### src/rtl/mips_branch_pkg.sv
// Shared decode constants and enums for the branch resolve unit.
//   Opcode, function and REGIMM sub-op encodings for the MIPS-I jump/branch group.
//   br_fsm_t  : delay-slot tracking FSM states.
//   br_kind_t : target-source class picked by the condition decoder.
package mips_branch_pkg;
  localparam logic [5:0] OP_SPECIAL = 6'b000000;
  localparam logic [5:0] OP_REGIMM  = 6'b000001;
  localparam logic [5:0] OP_J       = 6'b000010;
  localparam logic [5:0] OP_JAL     = 6'b000011;
  localparam logic [5:0] OP_BEQ     = 6'b000100;
  localparam logic [5:0] OP_BNE     = 6'b000101;
  localparam logic [5:0] OP_BLEZ    = 6'b000110;
  localparam logic [5:0] OP_BGTZ    = 6'b000111;

  localparam logic [5:0] FN_JR      = 6'b001000;
  localparam logic [5:0] FN_JALR    = 6'b001001;

  localparam logic [4:0] RI_BLTZ    = 5'b00000;
  localparam logic [4:0] RI_BGEZ    = 5'b00001;
  localparam logic [4:0] RI_BLTZAL  = 5'b10000;
  localparam logic [4:0] RI_BGEZAL  = 5'b10001;

  localparam logic [4:0] LINK_RA    = 5'd31;

  typedef enum logic [1:0] {IDLE, SLOT, REDIRECT} br_fsm_t;
  typedef enum logic [1:0] {BK_NONE, BK_COND, BK_JUMP, BK_JREG} br_kind_t;
endpackage

### src/rtl/branch_cond_eval.sv
// Combinational decode of a MIPS-I jump/branch instruction.
//   Inputs : opcode/fn/rt_field/rd_field instruction fields, rs/rt operand values.
//   Outputs: is_branch_o (instruction is in the jump/branch group), taken_o (condition
//            true; jumps always), kind_o (target source), link_o (writes a link register),
//            link_reg_o (link destination).
module branch_cond_eval
  import mips_branch_pkg::*;
#(
  parameter int DATA_W = 32
) (
  input  logic [5:0]        opcode_i,
  input  logic [5:0]        fn_i,
  input  logic [4:0]        rt_field_i,
  input  logic [4:0]        rd_field_i,
  input  logic [DATA_W-1:0] rs_val_i,
  input  logic [DATA_W-1:0] rt_val_i,
  output logic              is_branch_o,
  output logic              taken_o,
  output br_kind_t          kind_o,
  output logic              link_o,
  output logic [4:0]        link_reg_o
);
  // Signed compares against zero reduce to sign bit and zero test.
  logic rs_neg, rs_zero, rs_eq_rt;
  assign rs_neg   = rs_val_i[DATA_W-1];
  assign rs_zero  = (rs_val_i == '0);
  assign rs_eq_rt = (rs_val_i == rt_val_i);

  always_comb begin
    is_branch_o = 1'b0;
    taken_o     = 1'b0;
    kind_o      = BK_NONE;
    link_o      = 1'b0;
    link_reg_o  = LINK_RA;
    case (opcode_i)
      OP_SPECIAL: if (fn_i == FN_JR || fn_i == FN_JALR) begin
        is_branch_o = 1'b1;
        taken_o     = 1'b1;
        kind_o      = BK_JREG;
        link_o      = (fn_i == FN_JALR);
        link_reg_o  = rd_field_i;
      end
      OP_REGIMM: case (rt_field_i)
        RI_BLTZ, RI_BGEZ, RI_BLTZAL, RI_BGEZAL: begin
          is_branch_o = 1'b1;
          kind_o      = BK_COND;
          // bit0 selects >=0 vs <0, bit4 selects the linking variants
          taken_o     = rt_field_i[0] ? !rs_neg : rs_neg;
          link_o      = rt_field_i[4];
        end
        default: ;
      endcase
      OP_J, OP_JAL: begin
        is_branch_o = 1'b1;
        taken_o     = 1'b1;
        kind_o      = BK_JUMP;
        link_o      = (opcode_i == OP_JAL);
      end
      OP_BEQ, OP_BNE, OP_BLEZ, OP_BGTZ: begin
        is_branch_o = 1'b1;
        kind_o      = BK_COND;
        case (opcode_i)
          OP_BEQ:  taken_o = rs_eq_rt;
          OP_BNE:  taken_o = !rs_eq_rt;
          OP_BLEZ: taken_o = rs_neg || rs_zero;
          default: taken_o = !rs_neg && !rs_zero;
        endcase
      end
      default: ;
    endcase
  end
endmodule

### src/rtl/branch_resolve_unit.sv
// Branch resolve unit: evaluates jumps/branches in the EXEC state, tracks the
// architectural delay slot and raises a held PC redirect after the slot executes.
//   clk/reset          : clock, async active-high reset
//   state/stall        : core cycle state; evaluation only in EXEC_ST without stall
//   opcode..index26    : instruction fields;  rs_val/rt_val : operands;  pc : EXEC pc
//   redirect_valid/pc  : redirect request, held until a non-stalled cycle
//   in_delay_slot      : FSM is waiting for the delay-slot instruction
//   link_we/reg/val    : one-cycle link write (pc+8)
//   addr_err/nested_err: one-cycle error pulses
//   branch_cnt/taken_cnt: saturating statistics
module branch_resolve_unit
  import mips_branch_pkg::*;
#(
  parameter int                 DATA_W  = 32,
  parameter int                 ADDR_W  = 32,
  parameter int                 STATE_W = 4,
  parameter logic [STATE_W-1:0] EXEC_ST = STATE_W'(2),
  parameter int                 CNT_W   = 16
) (
  input  logic               clk,
  input  logic               reset,
  input  logic [STATE_W-1:0] state,
  input  logic               stall,
  input  logic [5:0]         opcode,
  input  logic [5:0]         fn,
  input  logic [4:0]         rt_field,
  input  logic [4:0]         rd_field,
  input  logic [15:0]        imm16,
  input  logic [25:0]        index26,
  input  logic [DATA_W-1:0]  rs_val,
  input  logic [DATA_W-1:0]  rt_val,
  input  logic [ADDR_W-1:0]  pc,
  output logic               redirect_valid,
  output logic [ADDR_W-1:0]  redirect_pc,
  output logic               in_delay_slot,
  output logic               link_we,
  output logic [4:0]         link_reg,
  output logic [DATA_W-1:0]  link_val,
  output logic               addr_err,
  output logic               nested_err,
  output logic [CNT_W-1:0]   branch_cnt,
  output logic [CNT_W-1:0]   taken_cnt
);
  logic     is_branch, cond_taken, link;
  logic [4:0] lreg;
  br_kind_t kind;

  branch_cond_eval #(.DATA_W(DATA_W)) u_cond (
    .opcode_i   (opcode),
    .fn_i       (fn),
    .rt_field_i (rt_field),
    .rd_field_i (rd_field),
    .rs_val_i   (rs_val),
    .rt_val_i   (rt_val),
    .is_branch_o(is_branch),
    .taken_o    (cond_taken),
    .kind_o     (kind),
    .link_o     (link),
    .link_reg_o (lreg)
  );

  logic evaluate;
  assign evaluate = (state == EXEC_ST) && !stall;

  // Target arithmetic, all modulo 2^ADDR_W.
  logic [ADDR_W-1:0] pc_plus4, pc_plus8, imm_off, br_target, j_target, target;
  assign pc_plus4  = pc + ADDR_W'(4);
  assign pc_plus8  = pc + ADDR_W'(8);
  assign imm_off   = {{(ADDR_W-18){imm16[15]}}, imm16, 2'b00};
  assign br_target = pc_plus4 + imm_off;
  // Keep the region bits above 28 from pc+4; mask form also covers ADDR_W == 28.
  assign j_target  = (pc_plus4 & ~ADDR_W'(28'hFFF_FFFF)) | ADDR_W'({index26, 2'b00});

  always_comb begin
    case (kind)
      BK_JUMP: target = j_target;
      BK_JREG: target = rs_val[ADDR_W-1:0];
      default: target = br_target;
    endcase
  end

  logic misaligned, take;
  assign misaligned = (kind == BK_JREG) && (target[1:0] != 2'b00);
  assign take       = is_branch && cond_taken && !misaligned;

  br_fsm_t           fsm_q;
  logic              redirect_valid_q, link_we_q, addr_err_q, nested_err_q;
  logic [ADDR_W-1:0] redirect_pc_q;
  logic [4:0]        link_reg_q;
  logic [DATA_W-1:0] link_val_q;
  logic [CNT_W-1:0]  branch_cnt_q, taken_cnt_q;

  always_ff @(posedge clk or posedge reset) begin
    if (reset) begin
      fsm_q            <= IDLE;
      redirect_valid_q <= 1'b0;
      redirect_pc_q    <= '0;
      link_we_q        <= 1'b0;
      link_reg_q       <= '0;
      link_val_q       <= '0;
      addr_err_q       <= 1'b0;
      nested_err_q     <= 1'b0;
      branch_cnt_q     <= '0;
      taken_cnt_q      <= '0;
    end else begin
      link_we_q    <= 1'b0;
      addr_err_q   <= 1'b0;
      nested_err_q <= 1'b0;
      case (fsm_q)
        IDLE: if (evaluate && is_branch) begin
          if (~&branch_cnt_q) branch_cnt_q <= branch_cnt_q + CNT_W'(1);
          addr_err_q <= misaligned;
          // Link is written whether or not the branch is taken.
          if (link) begin
            link_we_q  <= 1'b1;
            link_reg_q <= lreg;
            link_val_q <= DATA_W'(pc_plus8);
          end
          if (take) begin
            fsm_q         <= SLOT;
            redirect_pc_q <= target;
            if (~&taken_cnt_q) taken_cnt_q <= taken_cnt_q + CNT_W'(1);
          end
        end
        // Delay-slot instruction executes here; a branch in it is flagged and dropped.
        SLOT: if (evaluate) begin
          nested_err_q     <= is_branch;
          fsm_q            <= REDIRECT;
          redirect_valid_q <= 1'b1;
        end
        REDIRECT: if (!stall) begin
          fsm_q            <= IDLE;
          redirect_valid_q <= 1'b0;
        end
        default: fsm_q <= IDLE;
      endcase
    end
  end

  assign redirect_valid = redirect_valid_q;
  assign redirect_pc    = redirect_pc_q;
  assign in_delay_slot  = (fsm_q == SLOT);
  assign link_we        = link_we_q;
  assign link_reg       = link_reg_q;
  assign link_val       = link_val_q;
  assign addr_err       = addr_err_q;
  assign nested_err     = nested_err_q;
  assign branch_cnt     = branch_cnt_q;
  assign taken_cnt      = taken_cnt_q;
endmodule
### config.mk
export PLATFORM = sky130hd
export DESIGN_NAME = branch_resolve_unit
export DESIGN_NICKNAME = d
export VERILOG_FILES = /design/src/rtl/mips_branch_pkg.sv /design/src/rtl/branch_cond_eval.sv /design/src/rtl/branch_resolve_unit.sv
export SDC_FILE = /design/constraint.sdc
export NUM_CORES = 1
export LEC_CHECK = 0
export CAP_MARGIN = 20
export CELL_PAD_IN_SITES_DETAIL_PLACEMENT = 0
export CELL_PAD_IN_SITES_GLOBAL_PLACEMENT = 2
export CORE_MARGIN = 4
export CORE_UTILIZATION = 24
export CTS_CLUSTER_SIZE = 24
export DETAILED_ROUTE_END_ITERATION = 10
export PLACE_DENSITY = 0.85
export SLEW_MARGIN = 25
export SYNTH_ARGS = -nofsm -noshare
export SYNTH_HDL_FRONTEND = slang
export SYNTH_SLANG_ARGS = --single-unit
### constraint.sdc
create_clock -name clk -period 3.5 [get_ports clk]
set_input_delay 0.7 -clock clk [delete_from_list [all_inputs] [get_ports clk]]
set_output_delay 0.7 -clock clk [all_outputs]
set_load 0.02 [all_outputs]
Yosys cells after proc, flatten, opt, wreduce, memory -nomap -nowiden
Index checks and enable logic that the tools add are counted.
{"block": "totals", "ff_bits": 107, "out_inout_bits": 106}
{"block": "op_classes", "addsub": 5, "eq_ne": 22, "mux": 31, "n_bitwise": 3, "n_reduce_logical": 31}
{"cell": "$pmux W32 S2", "count": 1}
{"cell": "$add A16 B1 Y16 const B", "count": 2}
{"cell": "$add A32 B3 Y32 const B", "count": 1}
{"cell": "$add A32 B32 Y32", "count": 1}
{"cell": "$add A32 B4 Y32 const B", "count": 1}
{"cell": "$eq A32 B32 Y1", "count": 1}
{"cell": "$logic_not A32 Y1", "count": 1}
{"cell": "$or A32 B28 Y32", "count": 1}
{"cell": "$reduce_and A16 Y1", "count": 2}
{"cell": "$eq A6 B3 Y1 const B", "count": 4}
{"cell": "$mux W1", "count": 16}
{"cell": "$eq A6 B2 Y1 const B", "count": 2}
{"cell": "$eq A6 B4 Y1 const B", "count": 2}
{"cell": "$reduce_and A3 Y1", "count": 4}
{"cell": "$eq A5 B5 Y1 const B", "count": 2}
{"cell": "$mux W2", "count": 5}
{"cell": "$mux W5", "count": 2}
{"cell": "$pmux W1 S3", "count": 3}
{"cell": "$pmux W2 S4", "count": 1}
{"cell": "$reduce_and A4 Y1", "count": 2}
{"cell": "$reduce_or A4 Y1", "count": 2}
{"cell": "$eq A2 B2 Y1 const B", "count": 3}
{"cell": "$eq A6 B1 Y1 const B", "count": 1}
{"cell": "$logic_and A1 B1 Y1", "count": 6}
{"cell": "other kinds (17)", "count": 26}

Longest topological paths before layout
{"block": "logic_depth", "depth_word": 13, "depth_mapped": 17, "depth_no_buf": 17}

Cells and area by module
From an unflattened synthesis, not the netlist that was laid out.
{"block": "unflattened", "hier_cells": 926, "area_unflattened_um2": 8037.7}
{"mod": "branch_resolve_unit", "n_inst": 1, "cells_each": 841, "area_each_um2": 7407.1, "seq_area_each_um2": 2677.6}
{"mod": "branch_cond_eval", "n_inst": 1, "cells_each": 85, "area_each_um2": 630.6, "seq_area_each_um2": 0.0}

Least setup slack after synthesis
No wires, ideal clock.
{"block": "synth_path", "kind": "input-to-reg", "start": "input port pc[6]", "end": "register redirect_pc_q[31], in the netlist redirect_pc[31]", "arrival_time_ns": 4.113, "slack_ns": -0.681, "path_stages": 14, "path_buffers": 1, "path_cell_list": "clkbuf_2 > nand2_1 > nor3_1 > nand2_1 > xnor2_1 > ha_1 > a21o_1 > a21o_1 > a2111o_1 > o31ai_4 > o311ai_2 > a2111o_1 > a2111o_1 > nand3_1"}
{"block": "synth_between", "elab_chain_len": 3}
{"element": "from (decl)", "line": "branch_resolve_unit.sv:32", "rtl": "input logic [ADDR_W-1:0] pc,"}
{"element": "$add A32 B3 Y32 *", "line": "branch_resolve_unit.sv:67", "rtl": "assign pc_plus4 = pc + ADDR_W'(4);"}
{"element": "$add A32 B32 Y32 / $or A32 B28 Y32 (equally long branches)", "line": "branch_resolve_unit.sv:70, branch_resolve_unit.sv:72"}
{"element": "$pmux W32 S2 *", "line": "branch_resolve_unit.sv:75", "rtl": "case (kind)"}
{"element": "to (signal assigned)", "line": "branch_resolve_unit.sv:121", "rtl": "redirect_pc_q <= target;"}
{"element": "to (decl)", "line": "branch_resolve_unit.sv:88", "rtl": "logic [ADDR_W-1:0] redirect_pc_q;"}
Every way passes the cells marked *; elsewhere a longest branch is shown, timed or not.
A chain may end at the register's enable or synchronous reset.

Final worst setup path
{"block": "layout_path", "start": "input port pc[14]", "end": "register redirect_pc_q[31], in the netlist redirect_pc[31]"}
The elaborated chain is that of the path after synthesis.

==> results.sh <==
export IMPL_synth_top_flop_cell="dfrtp_1"
export IMPL_ys_warnings_count=0
export IMPL_grtUsageMet3=0.0511
export IMPL_path_common_cell="a2111o_1"
export IMPL_cpPeakStageDelay_ns=0.45
export IMPL_numPortBuffers=272
export IMPL_async_reset_ff_frac=1.00
export IMPL_synth_largest_area_cell="dfrtp_1"
export IMPL_synth_seq_cells=107
export IMPL_crit_arrival_ns=4.03
export IMPL_nets=1544
export IMPL_drt_vias_per_instance=4.80
export IMPL_totalNegativeSetupSlack_ns=-0.773
export IMPL_finalHoldViolations=0
export IMPL_final_util=0.421
export IMPL_holdCritPathClass="register to register"
export IMPL_grt_pass1_vias=8585
export IMPL_relSlewSlack=0.582
export IMPL_cp_end_kind="register"
export IMPL_root_buffer="clkbuf_16"
export IMPL_crit_buf_inv=3
export IMPL_startpoint_type="primary input"
export IMPL_grt_use_met1=0.261
export IMPL_ios=273
export IMPL_synth_edff_count=0
export IMPL_worst_pin_slew_ns=0.619
export IMPL_gp_congestion=0.888
export IMPL_rsz0062_at_grt="yes"
export IMPL_avgSynthCellArea_um2=8.80
export IMPL_finalSetupViolations=7
export IMPL_design_die_area_um2=34700
export IMPL_clk_path_buf_depth=2
export IMPL_violations="setup timing"
export IMPL_placementRows=65
export IMPL_place_ws_ns=-1.14
export IMPL_cts_inserted_buffers=9
export IMPL_vias=8396
export IMPL_syn_cell_area_um2=7640
export IMPL_path_max_fanout=3
export IMPL_place_hpwl_um=27700
export IMPL_drt_iter0_drc=548
export IMPL_period_needed_ns=3.72
export IMPL_htree_levels=3
export IMPL_path_cells="clkdlybuf4s15_1 -> inv_1 -> nor4b_4 -> buf_4 -> nand2_4 -> xnor2_2 -> ha_2 -> a21o_1 -> a21o_1 -> a2111o_1 -> o31ai_4 -> o311ai_4 -> a2111o_1 -> a2111o_1 -> nand3_1"
export IMPL_cts_sinks=107
export IMPL_required_ns=3.81
export IMPL_diodes=0
export IMPL_worst_slack_ns=-0.218
export IMPL_worst_setup_path_type="primary input to register"
export IMPL_clock_latency_ns=0.37
export IMPL_whs_ns=0.484
export IMPL_wl_per_cell_um=19.8
export IMPL_postSynthCellCount=868
export IMPL_clk_pin_slew_ns=0.10
export IMPL_drc=0
export IMPL_drv_slew=0
export IMPL_fmax_mhz=269
export IMPL_crit_family="compound AO/OA/AOI/OAI gates"
export IMPL_irDropWorstVdd_v=0.000300
export IMPL_grt_start_max_net_pins=108
export IMPL_firstDrtPassIters=5
export IMPL_die_y_um=186
export IMPL_cts_tree="done"
export IMPL_hold_buffers=0
export IMPL_core_area_um2=31500
export IMPL_ant_nets=0
export IMPL_synth_area_leaders="dfrtp_1, xor2_1, xnor2_1"
export IMPL_power_leakage_nw=5.75
export IMPL_clock_skew_ns=0.0156
export IMPL_cellPowerDensity_nw_per_um2=269
export IMPL_top_usage_layer="met2"
export IMPL_timing_max_cap_violations=0
export IMPL_antenna_found_initial=1
export IMPL_critPathSlowestCell="a2111o_1"
export IMPL_initial_core_util=0.243
export IMPL_die_w_um=186
export IMPL_overflow=0
export IMPL_grt_pass1_wl_um=52400
export IMPL_synth_distinct_cells=69
export IMPL_synth_nets=1069
export IMPL_track_usage=0.192
export IMPL_met2_usage=0.314
export IMPL_status="finished, violations left"
export IMPL_wl_um=34600
export IMPL_drive_above_1_share=0.248
export IMPL_yosysSeqAreaShare=0.351
export IMPL_area_growth_pct=73.6
export IMPL_synth_top_area_share=0.351
export IMPL_period_share=1.06
## cell usage in the layout, fill, tap and decap left out, drive strengths merged, types with 19 or more instances in the layout
master | Yosys | routed
a21oi | 38 | 38
buf | 5 | 236
clkdlybuf4s50 | 0 | 253
dfrtp | 107 | 107
ha | 33 | 33
inv | 16 | 19
nand2 | 97 | 97
nand3 | 36 | 36
nand4 | 27 | 27
nor2 | 70 | 70
nor3 | 21 | 21
nor4 | 21 | 21
o21ai | 50 | 50
xnor2 | 64 | 64
xor2 | 72 | 72
## report_power, final
| group | leakage, nW | switching [mW] | internal (mW) | total, mW |
|---|---|---|---|---|
| clock | 0.151 | 0.603 | 0.520 | 1.12 |
| sequential | 1.49 | 0.0178 | 1.26 | 1.28 |
| combinational | 4.11 | 0.549 | 0.620 | 1.17 |
## cells in the mapped netlist (4+ instances only)
library cell / n
dfrtp_1: 107
nand2_1: 97
xor2_1: 72
nor2_1: 70
xnor2_1: 64
o21ai_1: 38
a21oi_1: 36
nand3_1: 36
ha_1: 33
clkbuf_1: 30
nand4_1: 27
nor3_1: 20
nor4_1: 20
a22oi_1: 17
a21o_1: 16
inv_1: 16
and3_1: 15
o21ai_0: 12
o21a_1: 11
a222oi_1: 10
a211oi_1: 7
a31oi_1: 7
mux2i_1: 7
and2_1: 6
and4_1: 6
buf_2: 5
nand2b_1: 5
o221ai_1: 5
or3_1: 5
a221o_1: 4
a221oi_1: 4
o21bai_1: 4
o31ai_1: 4
## routing by layer
layer / wire, um / up-vias
met2: 16100 / 272
met5: 13 / -
li1: - / 4111
met4: 484 / 2
met3: 2280 / 24
met1: 15800 / 3987
## stage by stage
stage          std cells  cell area [um^2]  total power [mW]
2_1_floorplan        868              7700              1.75
3_3_place_gp        1713             12400              2.37
3_5_place_dp        1713             12400              2.37
4_1_cts             1741             13000              3.56
5_1_grt             1750             13300              3.75
6_report            1750             13300              3.57
## final timing paths
check | startpoint | to | slack (ns) | cells past startpoint
max in group asynchronous | reset | redirect_pc[20]$_DFFE_PP0P_ | 2.21 | 3
min in group asynchronous | reset | link_we$_DFF_PP0_ | 0.87 | 3
hold reg to reg | link_val[1]$_DFFE_PP0P_ | link_val[1]$_DFFE_PP0P_ | 0.48 | 2
hold / removal | link_val[1]$_DFFE_PP0P_ | link_val[1]$_DFFE_PP0P_ | 0.48 | 2
setup / recovery | pc[14] | redirect_pc[31]$_DFFE_PP0P_ | -0.22 | 15
setup reg to reg | branch_cnt[3]$_DFFE_PP0P_ | branch_cnt[1]$_DFFE_PP0P_ | 1.27 | 7
## tightest hold or removal path: cells and delay by family (launching register included)
| family | cells | cell delay (ns) |
|---|---|---|
| flip-flops | 1 | 0.35 |
| AND/OR/NAND/NOR | 2 | 0.10 |
## kinds of logic (layout without fill, tap and decap cells)
logic type	Yosys count	count (layout)	share of synthesized area
AOI/OAI and AO/OA	202	202	0.184
and+or+nand+nor	326	326	0.212
muxes	10	10	0.0136
xor gates and xnor gates	136	136	0.156
buffers and inverters	53	533	0.0272
DFF	107	107	0.351
adders and majority gates	34	34	0.0567
## cell type report
cell class	count	area, um^2
inverters	16	63.8
multi-input cells	708	5170
fillers	3120	18200
clock buffers	9	225
clock inverters	7	86.3
repair buffers	501	4540
well taps	402	503
flip-flops and latches	107	2680
## repair_timing
action	in CTS	in global routing
setup buffers	13	10
pin swaps	45	44
setup endpoints to repair	19	18
gates resized for setup	89	50
Power figures use the tool's default switching activity.
